==> src/rtl/player_motion_ctrl_pkg.sv <==
// Shared definitions for the player motion controller and the renderer top.
// Holds the default screen geometry, the FSM state encodings and the datapath widths.
package player_motion_ctrl_pkg;

    // Default screen geometry and box placement, shared with the renderer top.
    localparam int H_ACTIVE_DEF  = 640;
    localparam int V_ACTIVE_DEF  = 480;
    localparam int BOX_WIDTH_DEF = 30;
    localparam int START_X_DEF   = 305;
    localparam int MAX_SPEED_DEF = 4;

    // Datapath widths: 10-bit screen coordinates, 4-bit speed (covers 1..15),
    // 11-bit signed intermediate so that x +/- speed can never overflow.
    localparam int X_W   = 10;
    localparam int Y_W   = 10;
    localparam int SPD_W = 4;
    localparam int NX_W  = X_W + 1;

    typedef enum logic [1:0] {
        ST_IDLE   = 2'd0,
        ST_MOVE_L = 2'd1,
        ST_MOVE_R = 2'd2
    } state_t;

    // Requested direction from the synchronised buttons; none or both means stop.
    function automatic state_t decode_request(input logic l_s, input logic r_s);
        state_t req;
        req = ST_IDLE;
        if (l_s && !r_s) begin
            req = ST_MOVE_L;
        end else if (r_s && !l_s) begin
            req = ST_MOVE_R;
        end
        return req;
    endfunction

endpackage

==> src/rtl/player_motion_ctrl_btn_sync.sv <==
// Button synchronizer (btn_sync): two flops per bit bring the asynchronous
// board buttons into the clk domain. Output is valid two cycles after a pin change.
module player_motion_ctrl_btn_sync #(
    parameter int WIDTH = 2
) (
    input  logic             clk,
    input  logic             rst,
    input  logic [WIDTH-1:0] din,
    output logic [WIDTH-1:0] dout
);

    logic [WIDTH-1:0] sync_p0;
    logic [WIDTH-1:0] sync_p1;

    // Two-stage synchronizer chain, cleared by the active-low synchronous reset.
    always_ff @(posedge clk) begin
        if (!rst) begin
            sync_p0 <= '0;
            sync_p1 <= '0;
        end else begin
            sync_p0 <= din;
            sync_p1 <= sync_p0;
        end
    end

    assign dout = sync_p1;

endmodule

==> src/rtl/player_motion_ctrl.sv <==
// Player motion controller: owns the player box X position used by the renderer.
// Buttons are synchronised, a one-cycle frame_tick marks vblank entry, and on each
// tick the IDLE/MOVE_L/MOVE_R FSM ramps speed and moves player_x.
// Build option: define PLAYER_WRAP_EN to make the box wrap around the screen edges
// instead of clamping at 0 and MAX_X.
module player_motion_ctrl
    import player_motion_ctrl_pkg::*;
#(
    parameter int H_ACTIVE  = H_ACTIVE_DEF,
    parameter int V_ACTIVE  = V_ACTIVE_DEF,
    parameter int BOX_WIDTH = BOX_WIDTH_DEF,
    parameter int START_X   = START_X_DEF,
    parameter int MAX_SPEED = MAX_SPEED_DEF
) (
    input  logic           clk,
    input  logic           rst,
    input  logic           btn_left,
    input  logic           btn_right,
    input  logic [Y_W-1:0] y,
    output logic [X_W-1:0] player_x,
    output logic           frame_tick,
    output logic           moving
);

    localparam int                      MAX_X      = H_ACTIVE - BOX_WIDTH;
    localparam logic signed [NX_W-1:0]  MAX_X_S    = NX_W'(MAX_X);
    localparam logic signed [NX_W-1:0]  SPAN_S     = NX_W'(MAX_X + 1);
    localparam logic [SPD_W-1:0]        MAX_SPD_U  = SPD_W'(MAX_SPEED);
    localparam logic [X_W-1:0]          START_X_U  = X_W'(START_X);
    localparam logic [Y_W-1:0]          V_ACTIVE_U = Y_W'(V_ACTIVE);

    // Bring an out-of-range candidate position back onto the screen:
    // wrap-around when PLAYER_WRAP_EN is defined, saturate otherwise.
    function automatic logic [X_W-1:0] fix_edge(input logic signed [NX_W-1:0] nx);
        logic signed [NX_W-1:0] adj;
        adj = nx;
`ifdef PLAYER_WRAP_EN
        if (nx > MAX_X_S) begin
            adj = nx - SPAN_S;
        end else if (nx < 0) begin
            adj = nx + SPAN_S;
        end
`else
        if (nx > MAX_X_S) begin
            adj = MAX_X_S;
        end else if (nx < 0) begin
            adj = '0;
        end
`endif
        return adj[X_W-1:0];
    endfunction

    // Next speed on a tick: stop when idle, restart at 1 on a direction change,
    // otherwise ramp by one up to MAX_SPEED.
    function automatic logic [SPD_W-1:0] next_speed(input state_t cur, input state_t nxt,
                                                    input logic [SPD_W-1:0] spd);
        logic [SPD_W-1:0] res;
        if (nxt == ST_IDLE) begin
            res = '0;
        end else if (nxt != cur) begin
            res = SPD_W'(1);
        end else if (spd < MAX_SPD_U) begin
            res = spd + SPD_W'(1);
        end else begin
            res = MAX_SPD_U;
        end
        return res;
    endfunction

    logic [1:0]              btn_s;
    logic                    l_s;
    logic                    r_s;
    logic                    vblank;
    logic                    vblank_q;
    logic                    tick;
    state_t                  state_q;
    state_t                  state_d;
    logic [SPD_W-1:0]        speed_q;
    logic [SPD_W-1:0]        speed_d;
    logic [X_W-1:0]          x_q;
    logic [X_W-1:0]          x_d;
    logic signed [NX_W-1:0]  nx;
    logic signed [NX_W-1:0]  step;

    player_motion_ctrl_btn_sync #(
        .WIDTH (2)
    ) u_btn_sync (
        .clk  (clk),
        .rst  (rst),
        .din  ({btn_left, btn_right}),
        .dout (btn_s)
    );

    assign l_s = btn_s[1];
    assign r_s = btn_s[0];

    // vblank entry detector. vblank_q resets high so that releasing reset inside
    // vblank does not produce a spurious tick; the tick is masked while in reset.
    assign vblank = (y >= V_ACTIVE_U);
    assign tick   = vblank & ~vblank_q & rst;

    // Delayed vblank flag for the edge detector.
    always_ff @(posedge clk) begin
        if (!rst) begin
            vblank_q <= 1'b1;
        end else begin
            vblank_q <= vblank;
        end
    end

    // Next-state, speed and position; everything holds except on a tick.
    always_comb begin
        state_d = state_q;
        speed_d = speed_q;
        x_d     = x_q;
        nx      = $signed({1'b0, x_q});
        step    = '0;
        if (tick) begin
            state_d = decode_request(l_s, r_s);
            speed_d = next_speed(state_q, state_d, speed_q);
            step    = $signed({{(NX_W-SPD_W){1'b0}}, speed_d});
            case (state_d)
                ST_MOVE_L: nx = $signed({1'b0, x_q}) - step;
                ST_MOVE_R: nx = $signed({1'b0, x_q}) + step;
                default:   nx = $signed({1'b0, x_q});
            endcase
            x_d = fix_edge(nx);
        end
    end

    // FSM state, speed and position registers.
    always_ff @(posedge clk) begin
        if (!rst) begin
            state_q <= ST_IDLE;
            speed_q <= '0;
            x_q     <= START_X_U;
        end else begin
            state_q <= state_d;
            speed_q <= speed_d;
            x_q     <= x_d;
        end
    end

    assign player_x   = x_q;
    assign frame_tick = tick;
    assign moving     = (state_q != ST_IDLE);

endmodule

==> config.mk <==
export PLATFORM = sky130hd
export DESIGN_NAME = player_motion_ctrl
export DESIGN_NICKNAME = d
export VERILOG_FILES = /design/src/rtl/player_motion_ctrl_pkg.sv /design/src/rtl/player_motion_ctrl_btn_sync.sv /design/src/rtl/player_motion_ctrl.sv
export SDC_FILE = /design/constraint.sdc
export NUM_CORES = 1
export LEC_CHECK = 0
export CAP_MARGIN = 20
export CORE_AREA = 5 5 67 81
export DETAILED_ROUTE_END_ITERATION = 10
export DIE_AREA = 0 0 72 86
export PLACE_DENSITY_LB_ADDON = 0.3
export SLEW_MARGIN = 20
export SYNTH_ARGS = -nofsm -noshare
export SYNTH_HDL_FRONTEND = slang
export SYNTH_SLANG_ARGS = --single-unit
==> constraint.sdc <==
create_clock -name clk -period 6.6 [get_ports clk]
set_input_delay 0.99 -clock clk [delete_from_list [all_inputs] [get_ports clk]]
set_output_delay 0.99 -clock clk [all_outputs]
set_load 0.01 [all_outputs]
[Word-level counts from Yosys, hierarchy flattened]
Cells that the tools add are included.
Operators by class
  add/subtract/negate cells: 3
  $mul: 0
  divide/modulo/power cells: 0
  magnitude comparators: 4
  equality and inequality tests: 3
  shift-type cells: 0
  multiplexer cells: 11
  bitwise operators: 3
  reduce and logical (&&, ||, !) cells: 6
Operators with widths (number)
  11-bit one-hot mux with 2 select lines: 1
  10-bit 2-to-1 mux: 2
  4-bit 2-to-1 mux: 4
  10-bit by 4-bit adder with 11-bit output: 1
  11-bit > comparator, second input constant: 1
  11-bit by 1-bit < comparator with 1-bit output, second input constant: 1
  11-bit 2-to-1 mux: 1
  10-bit by 4-bit subtractor with 11-bit output: 1
  10-bit by 9-bit greater-or-equal comparator with 1-bit output, second input constant: 1
  2-bit 2-to-1 mux: 3
  4-bit by 1-bit adder with 4-bit output, second input constant: 1
  4-bit by 3-bit < comparator with 1-bit output, second input constant: 1
  1-bit AND: 2
  2-bit by 1-bit equality test with 1-bit output, second input constant: 1
  2-bit equality test, second input constant: 1
  1-bit logical AND: 2
  1-bit logical NOT: 2
  2-bit logical NOT: 1
  2-bit != test: 1
  2-bit nonzero test: 1
  1-bit NOT: 1
Storage, ports and cells
  register bits: 21
  latch bits: 0
  bits in writable memories: 0
  bits in read-only memories: 0
  input port bits: 14
  output and inout bits: 12
  word-level logic and storage cells: 36
  memories: 0

[Longest topological paths before layout]
  word-level depth: 15
  mapped depth: 20
  mapped depth without buffers: 18

[Cells and area by module]
Synthesis repeated with hierarchy kept, for this count alone.
Second synthesis, totals
  cell total of the unflattened synthesis: 193
  area, all modules: 1621.6 um^2
By module, submodules not included
  player_motion_ctrl: instances 1, cells each 185, area each 1516.5 um^2, seq. area each 340.3 um^2
  player_motion_ctrl_btn_sync: instances 1, cells each 8, area each 105.1 um^2, seq. area each 80.1 um^2

[Least setup slack after synthesis]
No wires, ideal clock.
  kind: flip-flop to flip-flop
  start point: register u_btn_sync.sync_p1[0], in the netlist u_btn_sync.dout[0]
  end point: register x_q[0], in the netlist player_x[0]
  setup time: 0.093 ns
  arrival: 3.680 ns
  data required time: 6.507 ns
  path slack: 2.827 ns
  cell stages (with the launch flop): 18
  path buffers: 2
  period minus slack after synthesis: 3.773 ns
  cells stage by stage: dfxtp_1 > inv_1 > ha_1 > buf_2 > buf_1 > nor2_1 > and3_1 > inv_1 > ha_1 > mux2_2 > ha_1 > a211oi_4 > o31ai_2 > a31oi_1 > xnor2_1 > o31a_1 > o21a_1 > o311ai_2
Between the ends
  cells in the longest elaborated chain, start to end: 14
  elaborated cells between the ends (all ways): 21
  classes of those cells: 2 x add/sub; 2 x order compare; 3 x eq/ne; 10 x mux; 4 x reduce/logical
Ends and longest elaborated chain
  start, declared: RTL line player_motion_ctrl_btn_sync.sv:13  | logic [WIDTH-1:0] sync_p1;
  start signal, assigned: RTL line player_motion_ctrl_btn_sync.sv:22  | sync_p1 <= sync_p0;
  1-bit logical AND or 1-bit logical NOT (tied branches): RTL line player_motion_ctrl_pkg.sv:31, player_motion_ctrl_pkg.sv:29
  2-bit 2-to-1 mux or 1-bit logical AND (tied branches): RTL line player_motion_ctrl_pkg.sv:31, player_motion_ctrl_pkg.sv:29
  2-bit 2-to-1 mux (*): RTL line player_motion_ctrl_pkg.sv:29  | if (l_s && !r_s) begin
  2-bit 2-to-1 mux (*): RTL line player_motion_ctrl.sv:118  | if (tick) begin
  2-bit != test: RTL line player_motion_ctrl.sv:60  | end else if (nxt != cur) begin
  4-bit 2-to-1 mux: RTL line player_motion_ctrl.sv:60
  4-bit 2-to-1 mux: RTL line player_motion_ctrl.sv:58  | if (nxt == ST_IDLE) begin
  4-bit 2-to-1 mux: RTL line player_motion_ctrl.sv:118
  10-bit by 4-bit adder with 11-bit output or 10-bit by 4-bit subtractor with 11-bit output (tied branches): RTL line player_motion_ctrl.sv:124, player_motion_ctrl.sv:123
  11-bit one-hot mux with 2 select lines (*): RTL line player_motion_ctrl.sv:122  | case (state_d)
  11-bit 2-to-1 mux (*): RTL line player_motion_ctrl.sv:118
  11-bit by 1-bit < comparator with 1-bit output: RTL line player_motion_ctrl.sv:46  | end else if (nx < 0) begin
  10-bit 2-to-1 mux: RTL line player_motion_ctrl.sv:46
  10-bit 2-to-1 mux (*): RTL line player_motion_ctrl.sv:44  | if (nx > MAX_X_S) begin
  end signal, assigned: RTL line player_motion_ctrl.sv:136  | x_q <= START_X_U;
  end signal, assigned: RTL line player_motion_ctrl.sv:140  | x_q <= x_d;
  end, declared: RTL line player_motion_ctrl.sv:80  | logic [X_W-1:0] x_q;
Mark *: on every way between the ends. The rest lies on a longest branch, timed or not. The select of a mux whose other input is x is not followed.
A chain may end at the register's enable or synchronous reset.

[Worst setup path in the final report]
  start point: input port rst
  end point: output port frame_tick
Between the ends
  cells in the longest elaborated chain, start to end: 1
Ends and longest elaborated chain
  start, declared: RTL line player_motion_ctrl.sv:16  | input logic rst,
  1-bit AND: RTL line player_motion_ctrl.sv:100  | assign tick = vblank & ~vblank_q & rst;
  end, declared: RTL line player_motion_ctrl.sv:21  | output logic frame_tick,
No other way between the ends.

==> key figures <==
Status
  • Status: finished, final reports clean

Critical path
  • Arrival time at the worst endpoint: 3.55 ns
  • Worst-path fanout max: 17
  • CP startpoint: rst
  • Reg-to-reg startpoint: u_btn_sync.dout[0]
  • Critical path type: primary input to primary output
  • Crit end category: primary output
  • Data required time of the worst path: 5.61 ns
  • Setup crit start kind: primary input

STA
  • Fin Clk Skew: 0.00291 ns
  • FMAX: 0.220 GHz
  • Crit share post-route: 0.687
  • Final min period: 4.54 ns
  • Pin slew with the least headroom to its limit: 0.646 ns
  • Setup tns final: 0 ns
  • Final Max Tran Viols: 0
  • Slew margin rel.: 0.565
  • Finish-stage setup viols: 0
  • RSZ-0062 raised after global routing: no
  • Final worst-path setup slack: 2.06 ns
  • Final-report hold violation count: 0

Final layout
  • Most frequent cells in the layout: dfxtp_1 (21), clkdlybuf4s50_1 (20), nand2_1 (16), ha_1 (16)
  • Share of layout cells above drive strength 1: 0.0474
  • Area grow syn2layout: 18.9%
  • Layout Cells excl Fill: 269
  • Nets@finish: 243
  • Post-Layout Inst Area: 1840 um2
  • Antenna cells: 0
  • Final Core Density: 0.407
  • Commonest non-fill, non-tap cell in the layout: dfxtp_1

Detailed routing
  • Residual DRC: 0
  • Iteration-0 DRC Markers: 36
  • Via count: 1485
  • 1st-pass router iterations: 4
  • Antenna Nets Post-Route: 0
  • WL final: 3.86 mm
  • Vias per cell: 5.52
  • Avg WL per Cell: 14.3 um

Synthesis
  • Synth Net Count: 225
  • Total number of yosys warnings: 0
  • Synth Flop Type: dfxtp_1
  • Asr flop ratio synth: 0
  • #FFs+latches synth: 21
  • Synth unique cells: 48
  • EDFF count, synth: 0
  • Cells after Synth: 194
  • Seq/Total Area, Yosys: 0.271
  • Synthesized area: 1550 um2
  • Post-synthesis area per instance: 7.99 um2

Clock network
  • Setup Buffers After CTS: 0
  • Cts hold-fix bufs: 0
  • TritonCTS Buffers: 3
  • Clk slew on worst S/H paths: 0.08 ns
  • Clk_lat worst skew: 0.26 ns
  • CTS Root Cell: clkbuf_8
  • H-tree depth: 1
  • Clock Tree Buf Depth: 2
  • CTS tree: built
  • Post-CTS resize count: 0
  • Num Clock Sinks: 21

Floorplan
  • Die Y: 86 um
  • Full die area: 6190 um2
  • Row count: 27
  • Core ar.: 4530 um2
  • Initial Util: 0.342
  • I/O pin count: 26
  • Die X: 72 um

Global routing
  • Largest net degree at the start of global routing: 20
  • Antenna violations before repair: 0
  • First-pass GRT wire length: 6.54 mm
  • Total gr overflow: 0
  • Vias in the first global route: 1479
  • GR Util All Layers: 0.132

Place
  • IO buf count: 20
  • GPL Wtd Cong: 0.827
  • DP HPWL: 3.01 mm
  • Placed Instance Area: 1790 um2
  • Post-Place Worst Slack: 2.05 ns
  • Inst Count DP: 265

Flow run
  • Max-cap violations: 0

Pwr
  • Static leakage: 0.740 nW
  • Maximum vdd drop: 0.0000790 V
  • Power Density: 166 nW/um2

Min path
  • HP Start: u_btn_sync.sync_p0[0]
  • Worst Hold Class: flip-flop to flip-flop
==> path summary, 6_finish.rpt <==
kind | end | slack [ns] | cells after the start
setup / recovery | frame_tick | 2.06 | 5
hold reg to reg | u_btn_sync.dout[0] | 0.44 | 1
setup reg to reg | player_x[0] | 2.10 | 15
hold / removal | u_btn_sync.dout[0] | 0.44 | 1
==> state kept, by name, summed over array words and instances, names as in the netlist <==
signal	cells
vblank_q	1
u_btn_sync.sync_p0	2
u_btn_sync.dout	2
player_x	10
state_q	2
speed_q	4
==> area by class of cell <==
| class | instances | area (um2) |
|---|---|---|
| clock buffers | 3 | 41.3 |
| flip-flops and latches | 21 | 420 |
| multi-input cells | 153 | 1050 |
| well taps | 58 | 72.6 |
| inverters | 13 | 48.8 |
| clock inverters | 1 | 7.51 |
| repair buffers | 20 | 200 |
| fillers | 502 | 2680 |
==> synthesized netlist by cell type (2+ instances only) <==
| master | number | share of area |
|---|---|---|
| dfxtp_1 | 21 | 0.27 |
| ha_1 | 16 | 0.13 |
| nand2_1 | 16 | 0.039 |
| nor2_1 | 12 | 0.029 |
| o21ai_0 | 12 | 0.039 |
| inv_1 | 11 | 0.027 |
| a21oi_1 | 10 | 0.032 |
| nand3_1 | 8 | 0.026 |
| o21ai_1 | 7 | 0.023 |
| and3_1 | 6 | 0.024 |
| xnor2_1 | 6 | 0.034 |
| a31oi_1 | 5 | 0.020 |
| o211ai_1 | 5 | 0.024 |
| a211oi_1 | 4 | 0.019 |
| and2_1 | 4 | 0.016 |
| clkbuf_1 | 4 | 0.0097 |
| nor3_1 | 4 | 0.013 |
| or3_1 | 4 | 0.016 |
| o21a_1 | 3 | 0.015 |
| o31ai_1 | 3 | 0.015 |
| a21o_1 | 2 | 0.0097 |
| buf_2 | 2 | 0.0065 |
| nand2b_1 | 2 | 0.0081 |
| nand4_1 | 2 | 0.0081 |
| xor2_1 | 2 | 0.011 |
==> routing by layer <==
| metal | global-route usage | up-vias | routed length [um] | share of wire |
|---|---|---|---|---|
| li1 | - | 747 | - | - |
| met1 | 0.164 | 699 | 1730 | 0.45 |
| met2 | 0.227 | 34 | 1880 | 0.49 |
| met3 | 0.0234 | 5 | 202 | 0.052 |
| met4 | 0.0462 | 0 | 46 | 0.012 |
| met5 | 0 | - | 0 | 0 |
==> power breakdown <==
| part | total, W | switching [W] | internal (W) |
|---|---|---|---|
| Clock | 0.0000878 | 0.0000451 | 0.0000427 |
| Sequential | 0.000133 | 0.00000279 | 0.000130 |
| Combinational | 0.0000849 | 0.0000497 | 0.0000351 |
==> stage by stage <==
step / hold WS, ns / power, W
CTS: 0.444 / 0.000309
floorplan: 0.412 / 0.000196
detailed placement: 0.420 / 0.000220
finish: 0.439 / 0.000305
global placement: 0.415 / 0.000219
global route: 0.454 / 0.000323
==> worst max-delay path: stages <==
cell and delay [ns]:
clkdlybuf4s50_1 0.86, inv_1 0.24, or3_1 0.62, inv_2 0.25, clkdlybuf4s50_1 0.58
==> logic make-up after synthesis <==
| family | count (synthesis) | synth area share |
|---|---|---|
| other cells | 1 | 0.00242 |
| fa+ha+maj | 17 | 0.142 |
| compound gates | 64 | 0.284 |
| buf+inv | 20 | 0.0500 |
| mux | 1 | 0.00726 |
| xor+xnor | 8 | 0.0452 |
| flops | 21 | 0.271 |
| simple gates | 62 | 0.198 |
(Power assumes the default switching activity.)
